===== src/rtl/vram_write_arbiter.sv =====
// Shares the single VRAM port between GPU fetches and a small queue of CPU writes.
// GPU fetches win unless a queued write has waited STARVE_LIMIT-1 arbitrations.
module vram_write_arbiter #(
  parameter int DEPTH        = 4,
  parameter int STARVE_LIMIT = 8
) (
  input  logic                     gpu_clk,
  input  logic                     rst,
  input  logic                     wr_valid_i,
  output logic                     wr_ready_o,
  input  logic [11:0]              wr_address_i,
  input  logic [7:0]               wr_data_i,
  input  logic                     gpu_req_i,
  input  logic [11:0]              gpu_address_i,
  output logic [11:0]              vram_address_o,
  output logic [7:0]               vram_data_o,
  output logic                     vram_wen_o,
  output logic                     gpu_grant_o,
  output logic [$clog2(DEPTH):0]   count_o,
  output logic                     overflow_o
);

  localparam int AW = $clog2(DEPTH);
  localparam int CW = AW + 1;
  localparam int SW = $clog2(STARVE_LIMIT) + 1;
  localparam logic [SW-1:0] FORCE_AT = SW'(STARVE_LIMIT - 1);

  typedef enum logic [1:0] {IDLE, PENDING, FORCED} state_t;

  typedef struct packed {
    logic [11:0] address;
    logic [7:0]  data;
  } entry_t;

  entry_t          mem [DEPTH];
  logic [AW-1:0]   wr_ptr, rd_ptr;
  logic [SW-1:0]   starve_cnt, starve_next;
  logic [CW-1:0]   count_next;
  state_t          state, state_next;
  logic            push, pop, grant;

  assign wr_ready_o = (count_o < CW'(DEPTH));
  assign push       = wr_valid_i && wr_ready_o;
  assign pop        = (state == FORCED) || ((state == PENDING) && !gpu_req_i);
  assign grant      = gpu_req_i && (state != FORCED);

  // State lags the queue by one edge, so an entry pushed at edge n is first
  // seen as PENDING in the cycle after n; this is what prevents a bypass.
  always_comb begin
    // NOTE: every always_comb output gets a default first so no path leaves it unassigned (no latch).
    count_next  = count_o;
    starve_next = starve_cnt;
    state_next  = state;
    if (push && !pop)
      count_next = count_o + CW'(1);
    else if (pop && !push)
      count_next = count_o - CW'(1);

    if (pop) begin
      starve_next = '0;
      if (count_next == '0)
        state_next = IDLE;
      else
        state_next = (starve_next == FORCE_AT) ? FORCED : PENDING;
    end else if (state == PENDING) begin
      starve_next = starve_cnt + SW'(1);
      state_next  = (starve_next == FORCE_AT) ? FORCED : PENDING;
    end else if (state == IDLE) begin
      starve_next = '0;
      if (count_o != '0)
        state_next = (starve_next == FORCE_AT) ? FORCED : PENDING;
    end
  end

  // NOTE: queue storage is deliberately not reset; the pointers and count define validity.
  always_ff @(posedge gpu_clk) begin
    if (!rst && push)
      mem[wr_ptr] <= '{address: wr_address_i, data: wr_data_i};
  end

  always_ff @(posedge gpu_clk) begin
    if (rst) begin
      state          <= IDLE;
      starve_cnt     <= '0;
      count_o        <= '0;
      wr_ptr         <= '0;
      rd_ptr         <= '0;
      overflow_o     <= 1'b0;
      vram_address_o <= '0;
      vram_data_o    <= '0;
      vram_wen_o     <= 1'b0;
      gpu_grant_o    <= 1'b0;
    end else begin
      state      <= state_next;
      starve_cnt <= starve_next;
      count_o    <= count_next;
      if (push)
        wr_ptr <= wr_ptr + AW'(1);
      if (pop)
        rd_ptr <= rd_ptr + AW'(1);
      if (wr_valid_i && !wr_ready_o)
        overflow_o <= 1'b1;

      vram_wen_o  <= pop;
      gpu_grant_o <= grant;
      if (pop) begin
        vram_address_o <= mem[rd_ptr].address;
        vram_data_o    <= mem[rd_ptr].data;
      end else if (grant) begin
        vram_address_o <= gpu_address_i;
      end
    end
  end

endmodule


===== config.mk =====
export PLATFORM = sky130hd
export DESIGN_NAME = vram_write_arbiter
export DESIGN_NICKNAME = d
export VERILOG_FILES = /design/src/rtl/vram_write_arbiter.sv
export SDC_FILE = /design/constraint.sdc
export NUM_CORES = 1
export LEC_CHECK = 0
export ABC_AREA = 1
export BUFFER_PORTS_ARGS = -buffer_cell sky130_fd_sc_hd__buf_2
export CORE_ASPECT_RATIO = 2
export CORE_MARGIN = 5
export CORE_UTILIZATION = 35
export DETAILED_ROUTE_END_ITERATION = 12
export PLACE_DENSITY_LB_ADDON = 0.08
export SLEW_MARGIN = 25
export SYNTH_ARGS = -nofsm -noshare
export SYNTH_HDL_FRONTEND = slang
export SYNTH_SLANG_ARGS = --single-unit

===== constraint.sdc =====
create_clock -name gpu_clk -period 2.35 [get_ports gpu_clk]
set_input_delay 0.235 -clock gpu_clk [delete_from_list [all_inputs] [get_ports gpu_clk]]
set_output_delay 0.235 -clock gpu_clk [all_outputs]
set_load 0.05 [all_outputs]

# After elaboration in Yosys (flattened, before gate mapping)
# Memory sizes are Yosys's and may differ from the RTL's. A register that Yosys moved wholly into a read port is not among the register bits.
# Index checks and enable logic that the tools add are counted.
# totals
reg_bits,36
input_bits,36
n_memories,1
ramBits,80
out_inout_bits,27
# op_classes
magnitude_cmp,1
addsub,5
n_mux,16
n_reduce_logical,22
eq_ne,4
# memory_table
name,depth,width,read_ports,rd_ports_with_merged_regs,wr,line_no,source
mem,4,20,1,1,1,35,entry_t mem [DEPTH];
# op_table
operator,n
$mux 12,2
$mux 2,7
$reduce_bool 3->1,3
$mux 4,2
$logic_and 1x1->1,7
$mux 3,2
$logic_not 1->1,5
$add 2x1->2 const B,2
$add 4x1->4 const B,1
$eq 4x3->1 const B,1
$reduce_bool 2->1,2
$add 3x1->3 const B,1
$logic_not 3->1,1
$lt 3x3->1 const B,1
$mux 1,3
$sub 3x1->3 const B,1
$eq 2x1->1 const B,1
$eq 2x2->1 const B,1
$logic_not 2->1,1
$ne 2x2->1 const B,1
$reduce_and 2->1,1
$reduce_or 2->1,1
$logic_or 1x1->1,1

# Depth between registers and ports, before layout
# depth
depth_word,9
depth_mapped,12

# Worst setup path before layout
# OpenSTA, ideal clock, no wires.
# synth_path
path_type,register to register
startpoint,reg count_o[2]
endpoint,"mem mem[0][0] (netlist bit), enable pin"
t_required_ns,1.953
setup_ns,0.397
setup_slack_ns,-0.062
synth_period_minus_slack_ns,2.412
arrival_ns,2.015
stages_incl_launch_ff,6
n_path_buf,0
cell_sequence,dfxtp_1 inv_2 nand2_2 inv_1 nand2_1 nor2_1
# synth_via
elab_chain_cells,5
# synth_lines
element,line_no,source
"start, declared",19,"output logic [$clog2(DEPTH):0] count_o,"
"start signal, assigned",96,count_o <= count_next;
$lt 3x3->1,42,assign wr_ready_o = (count_o < CW'(DEPTH));
net wr_ready_o,10,"output logic wr_ready_o,"
$logic_and 1x1->1,43,assign push = wr_valid_i && wr_ready_o;
$logic_and 1x1->1,77,if (!rst && push)
$mux 1,77,
$mux 1 (implied by the code),78,"mem[wr_ptr] <= '{address: wr_address_i, data: wr_data_i};"
"end, declared",35,
# The timed path passes the listed nets, and every way through them passes these cells.

# Worst setup path after layout
# layout_path
startpoint,reg state[1]
endpoint,reg vram_address_o[1]
# layout_via
elab_chain_cells,4
# layout_lines
element,line_no,source
"start, declared",39,"state_t state, state_next;"
"start signal, assigned",94,state <= state_next;
$eq 2x1->1,44,assign pop = (state == FORCED) || ((state == PENDING) && !gpu_req_i);
$logic_and 1x1->1,44,
$logic_or 1x1->1,44,
$mux 12 / $reduce_bool 2->1 (equally long branches),--,
"end signal, assigned",107,vram_address_o <= mem[rd_ptr].address;
"end signal, assigned",110,vram_address_o <= gpu_address_i;
"end, declared",15,"output logic [11:0] vram_address_o,"
# Parallel ways exist; a longest one is shown, timed or not.
# A chain may end at the register's enable or synchronous reset.

==> run_results.csv <==
group,metric,value,unit
outcome,outcome,"completed",
final_layout,final_cell_area,5700,sq um
clock_tree,post_cts_buffers,0,
power_and_ir_drop,p_per_area,1090,nW/um^2
sta,tightest_slew,0.442,ns
critical_path,cpMostUsedCell,"inv_2",
routing,wl_per_cell,16.9,microns
sta,final_max_slew_viol_count,0,
final_layout,stdcell_count,651,
global_route,grt_util_all_layers,14.6,%
routing,vias,3219,
hold_path,worstHoldStart,"wr_data_i[2]",
synth,synth-async-reset-ratio,0,%
sta,layout_setup_ws,0.669,ns
synth,synth_area,4610,sq um
floorplan,coreArea,13000,sq um
sta,fin_crit,1.68,ns
critical_path,critPathCaptureType,"register",
final_layout,nNetsFinal,531,
critical_path,worstPathCellList,"inv_2 > nand3_2 > nand2_2 > inv_2 > nand2_1 > o21ai_0 > a21oi_1",
final_layout,area_growth_syn_to_layout,23.7,%
routing,drt_first_pass_iters,4,
synth,postSynthAreaPerCell,11.1,sq um
synth,ys_ff_latch,118,
clock_tree,cts_resized,0,
power_and_ir_drop,power,6.22,mW
power_and_ir_drop,switching_share,30.9,%
sta,hold_violations,0,
routing,post_drt_via_cell_ratio,4.94,
job,maxCapViolCount,0,
hold_path,hp-class,"input port to register",
synth,seq_area_frac_synth,68.7,%
clock_tree,cts-root-buf,"clkbuf_16",
placement,dpl.hpwl,7.40,mm
clock_tree,holdBufCountCts,0,
floorplan,dieArea,15700,sq um
sta,hold_slack,0.0371,ns
synth,netlist-cell-type-count,25,
critical_path,worstSetupPathType,"register to register",
power_and_ir_drop,power.switching,1.92,mW
sta,skew,0.00595,ns
global_route,globalRouteOverflowTotal,0,
power_and_ir_drop,leakage,2.23,nW
floorplan,fp.dieH,172,microns
routing,antenna_left,0,
routing,drtIter0Drc,128,
sta,setup_viol,0,
global_route,grt_max_degree,41,
clock_tree,clkSinkCount,118,
sta,timing.fmax,595,MHz
final_layout,drive_gt1_share,23.6,%
final_layout,n_antenna_cell,0,
floorplan,chipWidth,91.1,microns
sta,rsz0062_at_grt,"no",
synth,synth-edff-count,80,
clock_tree,clkLatencyLatePin,0.41,ns
critical_path,cp_data_arrival_time,1.98,ns
sta,relSlewSlack,70.5,%
clock_tree,clk_path_buf_depth,2,
clock_tree,htreeDepth,4,
floorplan,rows,59,
routing,drt-total-wl,11.0,mm
critical_path,worstPathRequired,2.64,ns
critical_path,start_kind,"register",
clock_tree,cts_buffers,17,
placement,gp_congestion,0.778,
placement,numPortBuffers,62,
clock_tree,clk_pin_slew,0.06,ns
power_and_ir_drop,ir_drop,0.568,mV
critical_path,cp-startpoint,"state[1]",
routing,drc,0,
global_route,grt_pass1_wl,17.5,mm
global_route,grt_pass1_vias,3409,
synth,syn_nets,459,
floorplan,initial_core_util,35.5,%
critical_path,crit_slowest_cell,"dfxtp_1",
critical_path,r2r_start,"state[1]",
floorplan,pin_count,63,
power_and_ir_drop,p_int,4.29,mW
placement,dp_slack,0.641,ns
synth,ys_warn_count,0,
power_and_ir_drop,combinationalPowerShare,18.7,%
placement,placed_area,5100,sq um
critical_path,cp_slowest_stage_delay,0.46,ns
placement,dp.cells,619,
clock_tree,cts_tree,"yes",
power_and_ir_drop,seqPwrFrac,40.0,%
critical_path,worst-path-max-fanout,24,
power_and_ir_drop,p_clk_share,41.3,%
synth,synthFlopType,"edfxtp_1",
global_route,antenna_found_initial,0,
sta,post-route-period-util,71.5,%
synth,synth_cells,414,
[worst paths after layout]
check | cells past startpoint | slack (ns) | end
hold / removal | 1 | 0.04 | mem[0][2]
hold reg to reg | 1 | 0.44 | rd_ptr[1]
setup / recovery | 7 | 0.67 | vram_address_o[1]
setup reg to reg | 7 | 0.67 | vram_address_o[1]
[power groups by stage]
stage          clock network (mW)  registers [mW]  logic, mW
2_1_floorplan                   0            2.79      0.574
3_3_place_gp                    0            2.53       1.18
3_5_place_dp                    0            2.53       1.18
4_1_cts                      2.62            2.48       1.19
5_1_grt                      2.73            2.50       1.29
6_report                     2.57            2.48       1.17
[cells in the final DEF, fill, tap and decap left out, drive strengths merged]
cell type and instances:
a21oi 23, buf 74, o22ai 20, clkbuf 17, xor2 2, or2 2
bufinv 2, edfxtp 80, clkinv 6, dfxtp 38, nor2 53, xnor2 1
nand2 53, nor3 2, inv 29, nand3 18, o21ai 67, ha 9
nand4 1, clkinvlp 1, and3 1
[kinds of logic after synthesis]
logic type / synth area share [%]
flip-flops: 68.7
buffers and inverters: 3.91
adder cells (fa/ha/maj): 2.44
AND/OR/NAND/NOR: 11.8
AO/OA/AOI/OAI: 12.6
XOR/XNOR: 0.570
[cell type report]
class,count,area [sq um]
clock buffer,17,425
clock inverter,15,169
fill,1254,7290
inverter,23,86.3
multi-input combinational,252,1260
sequential,118,3160
tap,152,190
timing repair buffer,74,400
[registers in the layout, indices dropped and copies added (netlist names), 2 cells and up, named ones only]
name	cells
vram_data_o	8
starve_cnt	4
count_o	3
rd_ptr	2
mem	80
wr_ptr	2
state	2
vram_address_o	12
[critical path: cells and delay by family (launching register included)]
family	cells	cell delay, ns
flip-flops	1	0.46
AND/OR/NAND/NOR	3	0.44
buffers and inverters	2	0.37
AO/OA/AOI/OAI	2	0.28
[routing by layer]
metal	part of all wire (%)	wire length, microns	vias to the layer above	track usage (%)
met5	0	0	-	0
met4	2.4	259	0	6.90
met3	4.1	452	20	4.05
met2	54	5890	62	26.3
met1	40	4370	1533	15.6
li1	-	-	1604	-
[metrics by stage]
stage / utilization [%] / setup TNS (ns)
finish: 43.9 / 0
global route: 43.9 / 0
CTS: 43.9 / 0
detailed placement: 39.3 / 0
global placement: 39.3 / 0
floorplan: - / -4.95
[synth_stat cells, types with 2 or more instances]
master,n,area [sq um]
ha_1,9,113
edfxtp_1,80,2400
inv_1,20,75.1
or2_2,2,12.5
clkbuf_1,14,52.6
xor2_1,2,17.5
nand3_1,17,85.1
a21oi_1,22,110
nand2_1,49,184
nor3_1,2,10.0
o22ai_1,20,125
nand2_2,3,18.8
buf_2,6,30.0
o21ai_0,67,335
inv_2,3,11.3
dfxtp_1,38,761
nor2_1,52,195
Note: power is estimated with default switching activity, not from simulation.
